## config.mk

```make
export PLATFORM = sky130hd
export DESIGN_NAME = audio_fir_sequencer_flat
export DESIGN_NICKNAME = d
export VERILOG_FILES = /design/src/rtl/audio_fir_sequencer_if.sv /design/src/rtl/audio_fir_sequencer.sv /design/src/flat_wrapper.sv
export SDC_FILE = /design/constraint.sdc
export NUM_CORES = 1
export LEC_CHECK = 0
export CAP_MARGIN = 20
export CORE_MARGIN = 4
export CORE_UTILIZATION = 40
export DETAILED_ROUTE_END_ITERATION = 16
export PLACE_DENSITY = 0.78
export SYNTH_ARGS = -nofsm -noshare
export SYNTH_HDL_FRONTEND = slang
export SYNTH_SLANG_ARGS = --single-unit
```

## constraint.sdc

```tcl
create_clock -name clk -period 1.8 [get_ports clk]
set_clock_uncertainty 0.1 [all_clocks]
set_input_delay 0.36 -clock clk [delete_from_list [all_inputs] [get_ports clk]]
set_output_delay 0.36 -clock clk [all_outputs]
set_load 0.005 [all_outputs]
```

## src/rtl/audio_fir_sequencer_if.sv

```systemverilog
// Codec and channel-filter signal bundle owned by audio_fir_sequencer.
// The master side is the sequencer; the slave side is the codec and filter pair.
interface audio_fir_sequencer_if #(
  parameter int DATA_W = 24
);
  logic                     read_ready;
  logic                     write_ready;
  logic signed [DATA_W-1:0] readdata_left;
  logic signed [DATA_W-1:0] readdata_right;
  logic signed [DATA_W-1:0] filt_out_left;
  logic signed [DATA_W-1:0] filt_out_right;

  logic                     read;
  logic                     write;
  logic signed [DATA_W-1:0] writedata_left;
  logic signed [DATA_W-1:0] writedata_right;
  logic signed [DATA_W-1:0] filt_temp_left;
  logic signed [DATA_W-1:0] filt_temp_right;
  logic                     filt_en;
  logic                     filt_clr;

  modport master (
    input  read_ready, write_ready, readdata_left, readdata_right,
           filt_out_left, filt_out_right,
    output read, write, writedata_left, writedata_right,
           filt_temp_left, filt_temp_right, filt_en, filt_clr
  );

  modport slave (
    output read_ready, write_ready, readdata_left, readdata_right,
           filt_out_left, filt_out_right,
    input  read, write, writedata_left, writedata_right,
           filt_temp_left, filt_temp_right, filt_en, filt_clr
  );
endinterface

```

## src/rtl/audio_fir_sequencer.sv

```systemverilog
// Per-frame sequencer: codec read -> stereo FIR filter step -> codec write,
// with bypass, deferred filter-history flush, write timeout and sample counters.
module audio_fir_sequencer #(
  parameter int DATA_W     = 24,
  parameter int CNT_W      = 16,
  parameter int DROP_W     = 8,
  parameter int WR_TIMEOUT = 1024
) (
  input  logic                  clk,
  input  logic                  reset,
  input  logic                  bypass,
  input  logic                  flush_req,
  audio_fir_sequencer_if.master bus,
  output logic                  busy,
  output logic [CNT_W-1:0]      sample_count,
  output logic [DROP_W-1:0]     drop_count
);

  typedef enum logic [2:0] {
    S_IDLE, S_CLEAR, S_READ, S_FILTER, S_WAIT_WR, S_WRITE
  } state_t;

  localparam int TMR_W = (WR_TIMEOUT > 2) ? $clog2(WR_TIMEOUT) : 1;
  localparam logic [TMR_W-1:0] TMR_LAST = TMR_W'(WR_TIMEOUT - 1);

  state_t                   r_state;
  state_t                   w_next_state;
  logic                     w_flush;
  logic                     w_read_d;
  logic                     w_write_d;
  logic                     w_filt_en_d;
  logic                     w_filt_clr_d;
  logic                     w_busy_d;
  logic                     w_drop;

  logic                     r_flush_pending;
  logic [TMR_W-1:0]         r_timer;
  logic                     r_read;
  logic                     r_write;
  logic                     r_filt_en;
  logic                     r_filt_clr;
  logic                     r_busy;
  logic signed [DATA_W-1:0] r_filt_temp_left;
  logic signed [DATA_W-1:0] r_filt_temp_right;
  logic signed [DATA_W-1:0] r_writedata_left;
  logic signed [DATA_W-1:0] r_writedata_right;
  logic [CNT_W-1:0]         r_sample_count;
  logic [DROP_W-1:0]        r_drop_count;

  // A request arriving in the same IDLE cycle as read_ready still wins.
  assign w_flush = r_flush_pending | flush_req;

  // NOTE: state is updated with <= so every flop samples pre-edge values.
  always_ff @(posedge clk or negedge reset) begin
    if (!reset) r_state <= S_IDLE;
    else        r_state <= w_next_state;
  end

  // NOTE: the default assignment first keeps this comb block latch-free.
  always_comb begin
    w_next_state = r_state;
    unique case (r_state)
      S_IDLE: begin
        if (w_flush)             w_next_state = S_CLEAR;
        else if (bus.read_ready) w_next_state = S_READ;
      end
      S_CLEAR:  w_next_state = S_IDLE;
      S_READ:   w_next_state = S_FILTER;
      S_FILTER: w_next_state = S_WAIT_WR;
      S_WAIT_WR: begin
        if (bus.write_ready)          w_next_state = S_WRITE;
        else if (r_timer == TMR_LAST) w_next_state = S_IDLE;
      end
      S_WRITE:  w_next_state = S_IDLE;
      default:  w_next_state = S_IDLE;
    endcase
  end

  // Strobes are decoded from the next state and registered, so each one is
  // high for exactly the cycle spent in its state.
  always_comb begin
    w_read_d     = (w_next_state == S_READ);
    w_write_d    = (w_next_state == S_WRITE);
    w_filt_en_d  = (w_next_state == S_FILTER);
    w_filt_clr_d = (w_next_state == S_CLEAR);
    w_busy_d     = (w_next_state != S_IDLE);
    w_drop       = (r_state == S_WAIT_WR) && !bus.write_ready && (r_timer == TMR_LAST);
  end

  always_ff @(posedge clk or negedge reset) begin
    if (!reset) begin
      r_flush_pending   <= 1'b0;
      r_timer           <= '0;
      r_read            <= 1'b0;
      r_write           <= 1'b0;
      r_filt_en         <= 1'b0;
      r_filt_clr        <= 1'b0;
      r_busy            <= 1'b0;
      r_filt_temp_left  <= '0;
      r_filt_temp_right <= '0;
      r_writedata_left  <= '0;
      r_writedata_right <= '0;
      r_sample_count    <= '0;
      r_drop_count      <= '0;
    end else begin
      r_flush_pending <= (w_next_state == S_CLEAR) ? 1'b0 : w_flush;
      r_read          <= w_read_d;
      r_write         <= w_write_d;
      r_filt_en       <= w_filt_en_d;
      r_filt_clr      <= w_filt_clr_d;
      r_busy          <= w_busy_d;

      if (r_state == S_READ) begin
        r_filt_temp_left  <= bus.readdata_left;
        r_filt_temp_right <= bus.readdata_right;
      end

      // filt_out already reflects the new filt_temp while filt_en is high.
      if (r_state == S_FILTER) begin
        r_writedata_left  <= bypass ? r_filt_temp_left  : bus.filt_out_left;
        r_writedata_right <= bypass ? r_filt_temp_right : bus.filt_out_right;
        r_timer           <= '0;
      end else if (r_state == S_WAIT_WR) begin
        r_timer <= r_timer + TMR_W'(1);
      end

      if (w_write_d)                     r_sample_count <= r_sample_count + CNT_W'(1);
      if (w_drop && (r_drop_count != '1)) r_drop_count   <= r_drop_count + DROP_W'(1);
    end
  end

  assign bus.read            = r_read;
  assign bus.write           = r_write;
  assign bus.filt_en         = r_filt_en;
  assign bus.filt_clr        = r_filt_clr;
  assign bus.filt_temp_left  = r_filt_temp_left;
  assign bus.filt_temp_right = r_filt_temp_right;
  assign bus.writedata_left  = r_writedata_left;
  assign bus.writedata_right = r_writedata_right;
  assign busy                = r_busy;
  assign sample_count        = r_sample_count;
  assign drop_count          = r_drop_count;

endmodule

```

## src/flat_wrapper.sv

```systemverilog
// flat-port wrapper written by rule: the top's interface ports become plain ports
module audio_fir_sequencer_flat 
#(
  parameter int DATA_W     = 24,
  parameter int CNT_W      = 16,
  parameter int DROP_W     = 8,
  parameter int WR_TIMEOUT = 1024
)
  (clk, reset, bypass, flush_req, busy, sample_count, drop_count, bus_read_ready, bus_write_ready, bus_readdata_left, bus_readdata_right, bus_filt_out_left, bus_filt_out_right, bus_read, bus_write, bus_writedata_left, bus_writedata_right, bus_filt_temp_left, bus_filt_temp_right, bus_filt_en, bus_filt_clr);
  audio_fir_sequencer_if #(.DATA_W(DATA_W)) bus_i ();
  input  logic clk;
  input  logic reset;
  input  logic bypass;
  input  logic flush_req;
  output logic busy;
  output logic [CNT_W-1:0] sample_count;
  output logic [DROP_W-1:0] drop_count;
  input wire logic [$bits(bus_i.read_ready)-1:0] bus_read_ready;
  input wire logic [$bits(bus_i.write_ready)-1:0] bus_write_ready;
  input wire logic [$bits(bus_i.readdata_left)-1:0] bus_readdata_left;
  input wire logic [$bits(bus_i.readdata_right)-1:0] bus_readdata_right;
  input wire logic [$bits(bus_i.filt_out_left)-1:0] bus_filt_out_left;
  input wire logic [$bits(bus_i.filt_out_right)-1:0] bus_filt_out_right;
  output wire logic [$bits(bus_i.read)-1:0] bus_read;
  output wire logic [$bits(bus_i.write)-1:0] bus_write;
  output wire logic [$bits(bus_i.writedata_left)-1:0] bus_writedata_left;
  output wire logic [$bits(bus_i.writedata_right)-1:0] bus_writedata_right;
  output wire logic [$bits(bus_i.filt_temp_left)-1:0] bus_filt_temp_left;
  output wire logic [$bits(bus_i.filt_temp_right)-1:0] bus_filt_temp_right;
  output wire logic [$bits(bus_i.filt_en)-1:0] bus_filt_en;
  output wire logic [$bits(bus_i.filt_clr)-1:0] bus_filt_clr;
  assign bus_i.read_ready = bus_read_ready;
  assign bus_i.write_ready = bus_write_ready;
  assign bus_i.readdata_left = bus_readdata_left;
  assign bus_i.readdata_right = bus_readdata_right;
  assign bus_i.filt_out_left = bus_filt_out_left;
  assign bus_i.filt_out_right = bus_filt_out_right;
  assign bus_read = bus_i.read;
  assign bus_write = bus_i.write;
  assign bus_writedata_left = bus_i.writedata_left;
  assign bus_writedata_right = bus_i.writedata_right;
  assign bus_filt_temp_left = bus_i.filt_temp_left;
  assign bus_filt_temp_right = bus_i.filt_temp_right;
  assign bus_filt_en = bus_i.filt_en;
  assign bus_filt_clr = bus_i.filt_clr;
  audio_fir_sequencer #(.DATA_W(DATA_W), .CNT_W(CNT_W), .DROP_W(DROP_W), .WR_TIMEOUT(WR_TIMEOUT)) u_core (.clk(clk), .reset(reset), .bypass(bypass), .flush_req(flush_req), .bus(bus_i), .busy(busy), .sample_count(sample_count), .drop_count(drop_count));
endmodule
```

# [Word level (Yosys, flattened, before mapping)]
# Index checks and enable logic that the tools add are counted.
[classes] add_sub_neg=3 muxes=10 reduce_logical=7 n_eq_ne=9 n_bitwise=1
[op_table] operator="24-bit two-way mux" count=2
[op_table] operator="10-bit two-way mux" count=2
[op_table] operator="16-bit by 1-bit adder with 16-bit output (second input constant)" count=1
[op_table] operator="3-bit by 2-bit == test with 1-bit output (second input constant)" count=4
[op_table] operator="3-bit two-way mux" count=4
[op_table] operator="3-bit case mux with 4 select lines" count=1
[op_table] operator="10-bit by 1-bit adder with 10-bit output (second input constant)" count=1
[op_table] operator="10-bit == test (second input constant)" count=1
[op_table] operator="8-bit by 1-bit adder with 8-bit output (second input constant)" count=1
[op_table] operator="8-bit != test (second input constant)" count=1
[op_table] operator="3-bit == test (second input constant)" count=2
[op_table] operator="3-bit by 1-bit == test with 1-bit output (second input constant)" count=1
[op_table] operator="1-bit logical AND" count=3
[op_table] operator="3-bit logical NOT" count=1
[op_table] operator="3-bit nonzero test" count=1
[op_table] operator="2-bit nonzero test" count=1
[op_table] operator="1-bit logical NOT" count=1
[op_table] operator="1-bit two-way mux" count=1
[op_table] operator="1-bit bitwise OR" count=1
[totals] reg_bits=139 elab_cells=44 input_bits=102 out_inout_bits=125

# [Logic depth before layout (Yosys ltp)]
[depth] ltp_word=6 ltp_mapped=7 mapped_depth_nobuf=5

# [Least setup slack after synthesis]
# Ideal clock, no wire load.
[synth_timing] kind="reg2reg" from="register u_core.r_timer[0]" to="register u_core.r_drop_count[6] (netlist: u_core.drop_count[6])" arrival_ns=1.626 stages_incl_launch_ff=7 n_path_buf=1 required_time_ns=1.575 setup_ns=0.125 setup_slack_ns=-0.050 synth_period_minus_slack_ns=1.850 cell_sequence="dfrtp_1 ha_1 and4_1 buf_2 nand4_2 nor3_1 mux2_2"
[synth_via] elab_chain_len=3
[synth_rtl] item="from (decl)" line="audio_fir_sequencer.sv:37" text="logic [TMR_W-1:0] r_timer;"
[synth_rtl] item="from (signal assigned)" line="audio_fir_sequencer.sv:124" text="r_timer <= r_timer + TMR_W'(1);"
[synth_rtl] item="10-bit == test" line="audio_fir_sequencer.sv:87" text="w_drop = (r_state == S_WAIT_WR) && !bus.write_ready && (r_timer == TMR_LAST);"
[synth_rtl] item="1-bit logical AND" line="audio_fir_sequencer.sv:87"
[synth_rtl] item="1-bit logical AND" line="audio_fir_sequencer.sv:128" text="if (w_drop && (r_drop_count != '1)) r_drop_count <= r_drop_count + DROP_W'(1);"
[synth_rtl] item="to (signal assigned)" line="audio_fir_sequencer.sv:128"
[synth_rtl] item="to (decl)" line="audio_fir_sequencer.sv:48" text="logic [DROP_W-1:0] r_drop_count;"
# No other way between the ends.
# A chain may end at the register's enable or synchronous reset.

# [Worst setup path after layout]
[layout_timing] from="register u_core.r_filt_temp_left[9] (netlist: u_core.bus.filt_temp_left[9])" to="output port bus_filt_temp_left[9]"
[layout_lines] item="from (decl)" line="audio_fir_sequencer.sv:43" text="logic signed [DATA_W-1:0] r_filt_temp_left;"
[layout_lines] item="from (signal assigned)" line="audio_fir_sequencer.sv:114" text="r_filt_temp_left <= bus.readdata_left;"
[layout_lines] item="to (decl)" line="flat_wrapper.sv:28" text="output wire logic [$bits(bus_i.filt_temp_left)-1:0] bus_filt_temp_left;"
# No word-level cell between the ends.

==> impl_metrics.tcl <==
set metrics [dict create \
    status "finished, final reports clean" \
    report.final.hold_viol_count 0 \
    crit_family "buffers and inverters" \
    final_common_cell "clkdlybuf4s50_1" \
    die_h_um 130 \
    portBuffers 226 \
    vias 4793 \
    cts_sinks 139 \
    syn_avg_cell_area_um2 12.2 \
    r2r_start "u_core.r_timer[0]" \
    clk_pin_slew_ns 0.06 \
    slew_viol_final 0 \
    hold_class "in2async" \
    fin_cells 962 \
    ant_nets 0 \
    grt_remaining_overflow 0 \
    grt_pass1_wl_mm 25.7 \
    syn2layout_area_growth_pct 60.2 \
    fin_nets 872 \
    drc 0 \
    finalWirelength_mm 16.6 \
    grt_pass1_vias 5054 \
    power_density_nw_per_um2 1500 \
    design_area_um2 9530 \
    path_cells "clkdlybuf4s50_1" \
    min_period_over_period_pct 98.6 \
    cts_buffer_depth 2 \
    final_cell_mix "clkdlybuf4s50_1, dfrtp_1, nand2_1" \
    yosysTopAreaCellShare_pct 58.5 \
    die_area_um2 16900 \
    start_util_pct 40.9 \
    cp_max_fo 2 \
    drt-wirelength-per-cell_um 17.2 \
    setup_viol 0 \
    io_pins 227 \
    yosys_register_bits 139 \
    wl_met1_mm 6.34 \
    syn_nets 594 \
    firstDrtPassIters 5 \
    dr_wl_met3_mm 1.05 \
    synth_edf_count 0 \
    yosys_warnings 0 \
    worstRegToRegCells 6 \
    clk_root_buffer_cell "clkbuf_16" \
    die_x_um 130 \
    antenna_cells 0 \
    core_area_um2 14500 \
    synthArstFlopShare_pct 100 \
    yosysTopAreaCell "dfrtp_1" \
    dp_cells 893 \
    finalCoreUtilization_pct 65.5 \
    vias_per_cell 4.98 \
    synth_flop_cell "dfrtp_1" \
    yosysUniqueCellTypes 41 \
    crit_cells 1 \
    startpoint "u_core.bus.filt_temp_left[9]" \
    crit_arrival_ns 1.31 \
    power.total_mw 14.3 \
    clkLatencyLatePin_ns 0.41 \
    cp-start-kind "register" \
    maxSlewHeadroom_pct 76.4 \
    critPathSlowestCell "clkdlybuf4s50_1" \
    cts_tree "done" \
    slowest_delay_ns 0.53 \
    place_area_um2 8540 \
    cap_violations 0 \
    rows 44 \
    synth_seq_area_share_pct 58.5 \
    cp.required_ns 1.34 \
    drt_iter0_drc 212 \
    drive_above_1_share_pct 20.8 \
    routed.top_layer "met4" \
    antenna_found_initial 0 \
    place_congestion 0.823 \
    syn_area_um2 5950 \
    cp-end-kind "output pin" \
    critPathKind "reg2out" \
    wl_met2_mm 8.71 \
    place_hpwl_mm 11.6 \
    tightest_slew_ns 0.354 \
    syn_inst 489 \
    min_period_ns 1.77 \
    cp_num_buf_inv 1 \
    fmax_ghz 0.564 \
    grtUsageTotal_pct 19.6 \
    grt_start_max_net_pins 58 \
    h-tree-depth 4 \
    p_leak_nw 4.73 \
    synth.area.top_cells "dfrtp_1, mux2_2, mux2i_1" \
    cts_buffers 17 \
    ir_worst_vdd_mv 0.747 \
]
## final cells by class
| type | instances | area, µm² |
|---|---|---|
| Tap cell | 184 | 230 |
| Inverter | 3 | 11.3 |
| Clock buffer | 19 | 443 |
| Clock inverter | 11 | 148 |
| Sequential cell | 139 | 3480 |
| Multi-Input combinational cell | 319 | 2350 |
| Fill cell | 1094 | 5010 |
| Timing Repair Buffer | 287 | 2860 |
## registers in the layout, summed over array words and instances, names as in the netlist, 3 cells and up
name / count
u_core.bus.writedata_right: 24
u_core.bus.filt_temp_right: 24
u_core.r_timer: 10
u_core.r_state: 3
u_core.bus.writedata_left: 24
u_core.sample_count: 16
u_core.bus.filt_temp_left: 24
u_core.drop_count: 8
## cells by family after synthesis
family | synth area share [%]
flops | 58.5
simple gates | 10.9
mux | 17.9
compound gates | 6.12
buf+inv | 2.69
xor+xnor | 3.24
fa+ha+maj | 0.631
## layer usage
| metal | track usage, % | vias to the layer above |
|---|---|---|
| met2 | 34.2 | 160 |
| met1 | 21.9 | 2336 |
| li1 | - | 2265 |
| met5 | 0 | - |
| met3 | 6.63 | 32 |
| met4 | 8.50 | 0 |
## power by group
group / internal [mW] / leakage (nW) / switching (mW)
clock network: 2.20 / 0.289 / 1.32
registers: 4.39 / 1.73 / 0.854
logic: 3.44 / 2.71 / 2.06
## cells in the mapped netlist (3+ instances only)
| cell | instances |
|---|---|
| xor2_1 | 14 |
| ha_1 | 3 |
| xnor2_1 | 8 |
| nor3_1 | 9 |
| nand2_1 | 61 |
| nor2_1 | 12 |
| o21ai_0 | 58 |
| inv_1 | 3 |
| nand4_1 | 5 |
| buf_2 | 11 |
| dfrtp_1 | 139 |
| and3_1 | 5 |
| clkbuf_1 | 11 |
| nand3_1 | 13 |
| a21oi_1 | 4 |
| buf_6 | 3 |
| and4_1 | 3 |
| mux2_2 | 51 |
| mux2i_1 | 49 |
## final timing paths
kind,end,slack [ns]
max,bus_filt_temp_left[9],0.03
min,u_core.drop_count[5],0.30
max reg2reg,u_core.busy,0.08
min reg2reg,u_core.bus.writedata_right[20],0.38
max in group asynchronous,u_core.bus.filt_temp_right[4],0.64
min in group clk,u_core.bus.writedata_right[20],0.38
## stage by stage
stage	setup WS (ns)	setup TNS (ns)	hold WS, ns
floorplan	0.0158	0	-0.0356
CTS	0.000619	0	0.308
global placement	-0.170	-1.64	0.172
finish	0.0255	0	0.303
detailed placement	-0.242	-2.79	0.184
global route	-0.0301	-0.0870	0.320
## what timing repair did
action | in CTS | in global routing
hold buffers | 1 | 0
buffers inserted | 22 | 16
resized for setup | 12 | 45
endpoints found under the hold margin | 33 | 0
endpoints found under the setup margin | 33 | 79
(Power assumes the default switching activity.)
